===== src/rtl/gb_bus_pkg.sv =====
// Shared bus definitions for the Game Boy style memory bus blocks.
//   dma_state_e  : OAM DMA sequencer state encoding
//   DMA_REG_ADDR : CPU address of the OAM DMA control register
//   OAM_BASE     : first OAM destination address
//   OAM_LENGTH   : bytes moved per OAM DMA transfer
//   echo_fold()  : maps a source page in the echo area back onto work RAM
package gb_bus_pkg;

    typedef enum logic [1:0] {
        ST_IDLE  = 2'd0,
        ST_START = 2'd1,
        ST_READ  = 2'd2,
        ST_WRITE = 2'd3
    } dma_state_e;

    localparam logic [15:0] DMA_REG_ADDR = 16'hFF46;
    localparam logic [15:0] OAM_BASE     = 16'hFE00;
    localparam int          OAM_LENGTH   = 160;

    localparam logic [7:0]  ECHO_START   = 8'hE0;
    localparam logic [7:0]  ECHO_OFFSET  = 8'h20;

    // Pages E0..FF mirror C0..DF, so the DMA fetches from the real RAM page.
    function automatic logic [7:0] echo_fold(input logic [7:0] src);
        return (src >= ECHO_START) ? (src - ECHO_OFFSET) : src;
    endfunction

endpackage


===== src/rtl/oam_dma.sv =====
// OAM DMA engine: a CPU write to the control register names a source page;
// the block then copies LENGTH bytes from {page, index} to DEST_BASE + index,
// one READ cycle and one WRITE cycle per byte.
//
// Ports
//   clk, rst_n          : clock, asynchronous active-low reset
//   cpu_addr/_data_w    : CPU-side address and write data
//   cpu_write_enable    : CPU write strobe
//   cpu_data_r          : control register read data (stored source page)
//   cpu_data_active     : high when this block is driving cpu_data_r
//   bus_addr/_data_w    : DMA-mastered memory bus address and write data
//   bus_write_enable    : DMA write strobe
//   bus_data_r          : memory read data, sampled at the end of READ
//   busy                : high while a transfer owns the memory bus
//
// state    | meaning
// ---------+-------------------------------------------------------------
// ST_IDLE  | no transfer; bus outputs parked at zero
// ST_START | one-cycle bus hand-over after a register write
// ST_READ  | drive source address, latch bus_data_r at the closing edge
// ST_WRITE | write latched byte to OAM, advance index or finish
module oam_dma
    import gb_bus_pkg::*;
#(
    parameter logic [15:0] REG_ADDR  = DMA_REG_ADDR,
    parameter logic [15:0] DEST_BASE = OAM_BASE,
    parameter int          LENGTH    = OAM_LENGTH
) (
    input  logic        clk,
    input  logic        rst_n,
    input  logic [15:0] cpu_addr,
    input  logic [7:0]  cpu_data_w,
    input  logic        cpu_write_enable,
    output logic [7:0]  cpu_data_r,
    output logic        cpu_data_active,
    output logic [15:0] bus_addr,
    output logic [7:0]  bus_data_w,
    output logic        bus_write_enable,
    input  logic [7:0]  bus_data_r,
    output logic        busy
);

    localparam logic [7:0] LAST_INDEX = 8'(LENGTH - 1);

    dma_state_e state_q, state_d;
    logic [7:0] index_q, index_d;
    logic [7:0] data_q,  data_d;
    logic [7:0] src_q,   src_d;

    logic       reg_hit;
    logic       reg_write;

    assign reg_hit         = (cpu_addr == REG_ADDR);
    assign reg_write       = reg_hit && cpu_write_enable;
    assign cpu_data_active = reg_hit && !cpu_write_enable;
    assign cpu_data_r      = src_q;

    always_ff @(posedge clk or negedge rst_n) begin
        if (!rst_n) begin
            state_q <= ST_IDLE;
            index_q <= 8'h00;
            data_q  <= 8'h00;
            src_q   <= 8'hFF;
        end else begin
            state_q <= state_d;
            index_q <= index_d;
            data_q  <= data_d;
            src_q   <= src_d;
        end
    end

    always_comb begin
        state_d          = state_q;
        index_d          = index_q;
        data_d           = data_q;
        src_d            = src_q;
        busy             = 1'b0;
        bus_write_enable = 1'b0;
        bus_addr         = 16'h0000;
        bus_data_w       = 8'h00;

        case (state_q)
            ST_IDLE: begin
            end
            ST_START: begin
                busy    = 1'b1;
                state_d = ST_READ;
            end
            ST_READ: begin
                busy     = 1'b1;
                bus_addr = {echo_fold(src_q), index_q};
                data_d   = bus_data_r;
                state_d  = ST_WRITE;
            end
            ST_WRITE: begin
                busy             = 1'b1;
                bus_addr         = DEST_BASE + {8'h00, index_q};
                bus_data_w       = data_q;
                bus_write_enable = 1'b1;
                if (index_q == LAST_INDEX) begin
                    state_d = ST_IDLE;
                end else begin
                    index_d = index_q + 8'd1;
                    state_d = ST_READ;
                end
            end
            default: state_d = ST_IDLE;
        endcase

        // A register write always wins: the current cycle's bus outputs are
        // still driven, but the sequence restarts from index 0.
        if (reg_write) begin
            src_d   = cpu_data_w;
            index_d = 8'h00;
            state_d = ST_START;
        end
    end

endmodule


===== config.mk =====
export PLATFORM = sky130hd
export DESIGN_NAME = oam_dma
export DESIGN_NICKNAME = d
export VERILOG_FILES = /design/src/rtl/gb_bus_pkg.sv /design/src/rtl/oam_dma.sv
export SDC_FILE = /design/constraint.sdc
export NUM_CORES = 1
export LEC_CHECK = 0
export CELL_PAD_IN_SITES_DETAIL_PLACEMENT = 1
export CELL_PAD_IN_SITES_GLOBAL_PLACEMENT = 2
export CORE_ASPECT_RATIO = 1.1
export CORE_MARGIN = 3
export CORE_UTILIZATION = 24
export CTS_BUF_LIST = sky130_fd_sc_hd__clkbuf_2
export CTS_CLUSTER_DIAMETER = 50
export DETAILED_ROUTE_END_ITERATION = 16
export GPL_TIMING_DRIVEN = 0
export PLACE_DENSITY_LB_ADDON = 0.1
export SYNTH_ARGS = -nofsm -noshare
export SYNTH_HDL_FRONTEND = slang
export SYNTH_SLANG_ARGS = --single-unit

===== constraint.sdc =====
create_clock -name clk -period 2.3 [get_ports clk]
set_input_delay 0.46 -clock clk [delete_from_list [all_inputs] [get_ports clk]]
set_output_delay 0.46 -clock clk [all_outputs]
set_load 0.02 [all_outputs]

==> results of run 1 <==
==> per-stage QoR <==
| step | setup TNS [ns] | instance area (sq um) |
|---|---|---|
| after floorplan | 0 | 1450 |
| after global placement | -4.31 | 2230 |
| after detailed placement | -4.95 | 2230 |
| after CTS | 0 | 2280 |
| after global routing | 0 | 2310 |
| final | 0 | 2310 |
==> how the worst max path moves through the flow <==
| stage | cells past startpoint | endpoint | slack [ns] |
|---|---|---|---|
| 6_report | 3 | cpu_data_r[5] | 0.10 |
| 5_1_grt | 5 | bus_addr[14] | 0.006 |
| 4_1_cts | 5 | bus_addr[8] | 0.01 |
| 3_5_place_dp | 5 | cpu_data_active | -0.78 |
| 3_3_place_gp | 5 | cpu_data_active | -0.77 |
| 2_1_floorplan | 3 | cpu_data_active | 0.12 |
==> repair_timing <==
item	4_1_cts	5_1_grt
cloned	0	0
pin swaps	3	0
resized for setup	39	23
setup endpoints to repair	27	20
setup buffers	6	1
==> final cells by class <==
type,instances,area [sq um],share of cell area
multi-input combinational,96,727,0.315
timing repair buffer,76,724,0.314
sequential,26,662,0.287
tap,77,96.3,0.0418
buffer,8,70.1,0.0304
clock buffer,3,15.0,0.00651
inverter,2,7.51,0.00326
clock inverter,1,3.75,0.00163
==> synthesized netlist by cell type, drive strengths merged, types with 4 or more instances <==
| library cell | instances | area share |
|---|---|---|
| and2 | 11 | 0.049 |
| and3 | 11 | 0.048 |
| clkbuf | 7 | 0.018 |
| dfrtp | 18 | 0.31 |
| dfstp | 8 | 0.15 |
| mux2 | 14 | 0.12 |
| nand3 | 7 | 0.024 |
| nor2 | 9 | 0.023 |
| nor2b | 4 | 0.017 |
| o21a | 5 | 0.026 |
| o21ai | 4 | 0.014 |
| xor2 | 4 | 0.024 |
==> report_power, final <==
part / leakage, nW / total, W / internal (W) / switching (W)
Sequential: 0.287 / 0.000745 / 0.000612 / 0.000133
Clock: 0.0140 / 0.000179 / 0.0000378 / 0.000142
Combinational: 0.749 / 0.00128 / 0.000620 / 0.000660
==> state kept, by name, summed over array words and instances (netlist names) <==
name,cells
cpu_data_r,8
data_q,8
index_q,8
state_q,2
==> worst max-delay path: cells and delay by family, from the launching register on <==
family	cells	cell delay [ns]
flip-flops	1	0.59
buffers and inverters	3	0.81
==> kinds of logic after synthesis <==
kind of cell / Yosys count / synth area share
mux: 15 / 0.131
xor+xnor: 6 / 0.0363
buf+inv: 11 / 0.0450
fa+ha+maj: 2 / 0.0173
compound gates: 16 / 0.0701
flops: 26 / 0.457
simple gates: 57 / 0.243
==> cells in the final DEF, fill, tap and decap left out, types with 3 or more instances in the layout <==
cell type / Yosys / layout
dfstp_2: 8 / 8
dfrtp_1: 18 / 17
dlymetal6s2s_1: 0 / 10
nand4_1: 3 / 3
clkbuf_2: 0 / 7
dlygate4sd2_1: 0 / 13
o21a_1: 5 / 5
nand3_1: 7 / 7
o211ai_1: 3 / 3
mux2_4: 6 / 6
and3_1: 11 / 11
and2_1: 10 / 10
xor2_1: 4 / 4
nor2_1: 9 / 9
a21oi_1: 3 / 3
mux2_2: 8 / 8
nand2_1: 3 / 3
buf_4: 0 / 10
clkdlybuf4s50_1: 0 / 38
nor2b_1: 4 / 4
==> per-layer routing <==
layer / wire [microns] / up-vias / global-route usage
met2: 2310 / 36 / 0.234
li1: - / 621 / -
met4: 30 / 0 / 0.0323
met1: 1850 / 638 / 0.164
met5: 0 / - / 0
met3: 221 / 2 / 0.0280
==> flow_metrics.env, run 1 <==
export IMPL_dp_slack_ns=-0.784
export IMPL_worst_clock_skew_ns=0.0178
export IMPL_antenna_found_initial=0
export IMPL_die_w_microns=80.0
export IMPL_yosys_warnings=0
export IMPL_whs_ns=0.535
export IMPL_utilization=0.397
export IMPL_top_level_ports=70
export IMPL_dp_hpwl_microns=3350
export IMPL_finalCriticalPeriod_ns=2.20
export IMPL_via_count=1297
export IMPL_cp_data_arrival_time_ns=1.74
export IMPL_grtUsageTotal=0.133
export IMPL_rsz0062_at_grt="no"
export IMPL_crit_slowest_cell="dfstp_2"
export IMPL_drt_iter0_markers=24
export IMPL_cts_root_buf="clkbuf_2"
export IMPL_fp_dieArea_sq_um=7000
export IMPL_p_leak_nw=1.05
export IMPL_ant_nets=0
export IMPL_grt_max_degree=27
export IMPL_worst_hold_path_num_cells=2
export IMPL_worst_pin_slew_ns=1.19
export IMPL_synthFlopType="dfrtp_1"
export IMPL_yosysSeqAreaShare=0.457
export IMPL_num_nets_final=250
export IMPL_status="complete, no violations"
export IMPL_route_detailed_drc=0
export IMPL_setup_viol=0
export IMPL_wl_microns=4410
export IMPL_slowest_delay_ns=0.59
export IMPL_crit_type="flip-flop to output port"
export IMPL_r2r_setup_slack_ns=0.41
export IMPL_h_tree_depth=1
export IMPL_num_rows=29
export IMPL_core_area_sq_um=5810
export IMPL_area_growth_pct=59.4
export IMPL_cts_tree="built"
export IMPL_hp_start="cpu_data_r[5]$_DFFE_PN1P_"
export IMPL_p_per_area_nw_per_um2=956
export IMPL_die_h_microns=87.4
export IMPL_n_antenna_cell=0
export IMPL_synth_cell_type_count=35
export IMPL_power_w=0.00220
export IMPL_final_cells=289
export IMPL_cts_buffers=3
export IMPL_max_freq_mhz=455
export IMPL_r2r_end="index_q[1]$_DFFE_PN0P_"
export IMPL_cp_required_ns=1.84
export IMPL_rr_startpoint="index_q[6]$_DFFE_PN0P_"
export IMPL_clockBufferDepth=2
export IMPL_syn_inst=133
export IMPL_cp_startpoint="cpu_data_r[5]$_DFFE_PN1P_"
export IMPL_hp_class="flip-flop to flip-flop"
export IMPL_synth_seq_cells=26
export IMPL_start_util=0.249
export IMPL_finalCritPeriodShare=0.955
export IMPL_cp_max_fo=3
export IMPL_final_hold_viol_count=0
export IMPL_avgSynthCellArea_sq_um=10.9
export IMPL_dr_pass1_iters=4
export IMPL_max_cap_viol_count=0
export IMPL_path_clk_slew_ns=0.24
export IMPL_hold_end="cpu_data_r[5]$_DFFE_PN1P_"
export IMPL_grt_overflow=0
export IMPL_endpoint_kind="output port"
export IMPL_place_congestion=0.703
export IMPL_path_common_cell="buf_4"
export IMPL_synth_nets=170
export IMPL_irDropWorstVdd_mv=0.398
export IMPL_routedWlPerCell_microns=15.3
export IMPL_clkLatencyLatePin_ns=0.36
export IMPL_cp_start_kind="flip-flop"
export IMPL_slew_violations=0
export IMPL_setup_ws_ns=0.103
export IMPL_async_flop_share=1.00
export IMPL_cp_cell_sequence="buf_4 > buf_4 > clkdlybuf4s50_1"
export IMPL_grt_pass1_wl_microns=7270
export IMPL_synth_area_sq_um=1450
export IMPL_num_fill_cells=672
export IMPL_grt_pass1_vias=1482
export IMPL_numClockSinks=26
export IMPL_placed_cells=279
export IMPL_relSlewSlack=0.202
export IMPL_vias_per_cell=4.49
export IMPL_drive_above_1_share=0.245
export IMPL_reg2reg_depth=4
export IMPL_hold_buffers=0
export IMPL_io_buffers=69
export IMPL_synth_edf_count=0
Note: power is estimated with default switching activity, not from simulation.
==> inputs of run 2 (changes only) <==
--- a/config.mk
+++ b/config.mk
@@ -5,11 +5,12 @@
 export SDC_FILE = /design/constraint.sdc
 export NUM_CORES = 1
 export LEC_CHECK = 0
+export ABC_CLOCK_PERIOD_IN_PS = 2000
 export CELL_PAD_IN_SITES_DETAIL_PLACEMENT = 1
 export CELL_PAD_IN_SITES_GLOBAL_PLACEMENT = 2
 export CORE_ASPECT_RATIO = 1.1
 export CORE_MARGIN = 3
-export CORE_UTILIZATION = 24
+export CORE_UTILIZATION = 22
 export CTS_BUF_LIST = sky130_fd_sc_hd__clkbuf_2
 export CTS_CLUSTER_DIAMETER = 50
 export DETAILED_ROUTE_END_ITERATION = 16
==> constraint.sdc (replaced) <==
create_clock -name clk -period 2 [get_ports clk]
set_input_delay 0.4 -clock clk [delete_from_list [all_inputs] [get_ports clk]]
set_output_delay 0.4 -clock clk [all_outputs]
set_load 0.02 [all_outputs]
==> run 2 against run 1 <==
  * The flow now finishes with violations (negative setup slack)
  * Worst setup slack got worse by 0.21 ns
  * Count of clock-buffer cells in the layout unchanged
  * Core utilization decreased by 1.4 points
  * Die area increased by 8.4%
  * Sequential power increased by 16%
  * Critical endpoint is now bus_addr[14]
==> flow_metrics.env, run 2 (same netlist as run 1, synthesis figures left out) <==
export IMPL_core_area_sq_um=6270
export IMPL_route_detailed_drc=0
export IMPL_top_level_ports=70
export IMPL_drive_above_1_share=0.367
export IMPL_multi_input_area_sq_um=762
export IMPL_slew_violations=0
export IMPL_finalCriticalPeriod_ns=2.11
export IMPL_wl_microns=4600
export IMPL_ant_nets=0
export IMPL_cp_max_fo=2
export IMPL_via_count=1326
export IMPL_die_h_microns=91.0
export IMPL_setup_ws_ns=-0.110
export IMPL_p_per_area_nw_per_um2=1100
export IMPL_final_common_cell="clkdlybuf4s50_1"
export IMPL_cp_start_kind="flip-flop"
export IMPL_area_growth_pct=66.1
export IMPL_rsz0062_at_grt="yes"
export IMPL_cp_data_arrival_time_ns=1.71
export IMPL_clockBufferDepth=2
export IMPL_routedWlPerCell_microns=15.4
export IMPL_grt_overflow=0
export IMPL_place_congestion=0.734
export IMPL_crit_slowest_cell="dfstp_2"
export IMPL_cts_tree="built"
export IMPL_path_clk_slew_ns=0.27
export IMPL_die_w_microns=83.3
export IMPL_utilization=0.383
export IMPL_cp_cell_sequence="buf_6 > inv_4 > ha_4 > a31oi_1 > o21a_1 > buf_6"
export IMPL_seq_area_sq_um=662
export IMPL_grt_pass1_vias=1488
export IMPL_hp_class="input port to flip-flop"
export IMPL_vias_per_cell=4.45
export IMPL_num_fill_cells=720
export IMPL_cts_root_buf="clkbuf_2"
export IMPL_p_leak_nw=1.12
export IMPL_cp_required_ns=1.60
export IMPL_post_route_cell_area_sq_um=2400
export IMPL_relSlewSlack=0.585
export IMPL_h_tree_depth=1
export IMPL_final_cells=298
export IMPL_finalCritPeriodShare=1.06
export IMPL_crit_family="flip-flops"
export IMPL_grt_pass1_wl_microns=7440
export IMPL_final_cell_mix="24 x clkdlybuf4s50_1, 17 x dfrtp_1, 16 x buf_4"
export IMPL_drt_iter0_markers=35
export IMPL_tns_ns=-0.175
export IMPL_grtUsageTotal=0.122
export IMPL_place_area_sq_um=2240
export IMPL_grt_max_degree=27
export IMPL_antenna_found_initial=0
export IMPL_placed_cells=282
export IMPL_max_cap_viol_count=0
export IMPL_crit_type="flip-flop to output port"
export IMPL_n_antenna_cell=0
export IMPL_cts_buffers=3
export IMPL_setup_viol=3
export IMPL_worst_clock_skew_ns=0.00351
export IMPL_slowest_delay_ns=0.60
export IMPL_start_util=0.231
export IMPL_num_rows=30
export IMPL_path_common_cell="buf_6"
export IMPL_dp_hpwl_microns=3280
export IMPL_io_buffers=69
export IMPL_violations="negative setup slack"
export IMPL_irDropWorstVdd_mv=0.348
export IMPL_endpoint_kind="output port"
export IMPL_dr_pass1_iters=4
export IMPL_worst_pin_slew_ns=0.622
export IMPL_worst_path_buf_inv=3
export IMPL_final_hold_viol_count=0
export IMPL_fp_dieArea_sq_um=7580
export IMPL_numClockSinks=26
export IMPL_num_nets_final=256
export IMPL_power_w=0.00264
export IMPL_clkLatencyLatePin_ns=0.36
export IMPL_status="finished with violations"
export IMPL_max_freq_mhz=474
==> run 2: final timing paths <==
| path | to | startpoint | slack, ns | depth (start not counted) |
|---|---|---|---|---|
| worst min-delay path | cpu_data_r[5]$_DFFE_PN1P_ | cpu_addr[0] | 0.52 | 6 |
| max in group asynchronous | state_q[1]$_DFFE_PN0P_ | rst_n | 1.04 | 2 |
| worst max-delay path | bus_addr[14] | cpu_data_r[5]$_DFFE_PN1P_ | -0.11 | 6 |
| min in group asynchronous | data_q[1]$_DFFE_PN0P_ | rst_n | 0.54 | 2 |
| worst min register to register | data_q[6]$_DFFE_PN0P_ | data_q[6]$_DFFE_PN0P_ | 0.54 | 1 |
| worst max register to register | index_q[1]$_DFFE_PN0P_ | index_q[0]$_DFFE_PN0P_ | 0.24 | 5 |
==> run 2: layer usage <==
layer  wire [microns]  share of wire  track usage
met1             1890           0.41        0.142
met2             2440           0.53        0.220
met3              239          0.052       0.0272
met4               29         0.0063       0.0368
met5                0              0            0
==> run 2: power by group <==
| part | internal [W] | switching [W] |
|---|---|---|
| clock | 0.000172 | 0.000172 |
| combinational | 0.000671 | 0.000764 |
| sequential | 0.000704 | 0.000158 |
==> run 2: per-stage QoR <==
step                      hold WS, ns  setup slack (ns)
after CTS                       0.505            -0.229
after floorplan                 0.104            0.0131
final                           0.525            -0.110
after global routing            0.514            -0.211
after detailed placement        0.491            -0.947
after global placement          0.481            -0.948
==> run 2: cell type report <==
cell class | count | area share
buffer | 6 | 0.0297
clock buffer | 3 | 0.00625
clock inverter | 1 | 0.0125
inverter | 2 | 0.00417
multi-input combinational | 96 | 0.317
sequential | 26 | 0.276
tap | 80 | 0.0417
timing repair buffer | 84 | 0.313
==> run 2: what timing repair did <==
item | CTS | global route
setup buffers | 12 | 2
hold buffers | 0 | 1
pin swaps | 4 | 4
endpoints found under the hold margin | 0 | 18
gates resized for setup | 105 | 34
setup endpoints to repair | 38 | 24
==> run 2: tightest hold or removal path, cell delays in order <==
cell	delay [ns]
dlymetal6s2s_1	0.08
or4b_4	0.14
nor4_4	0.04
buf_4	0.13
nand3_1	0.07
o21ai_1	0.06
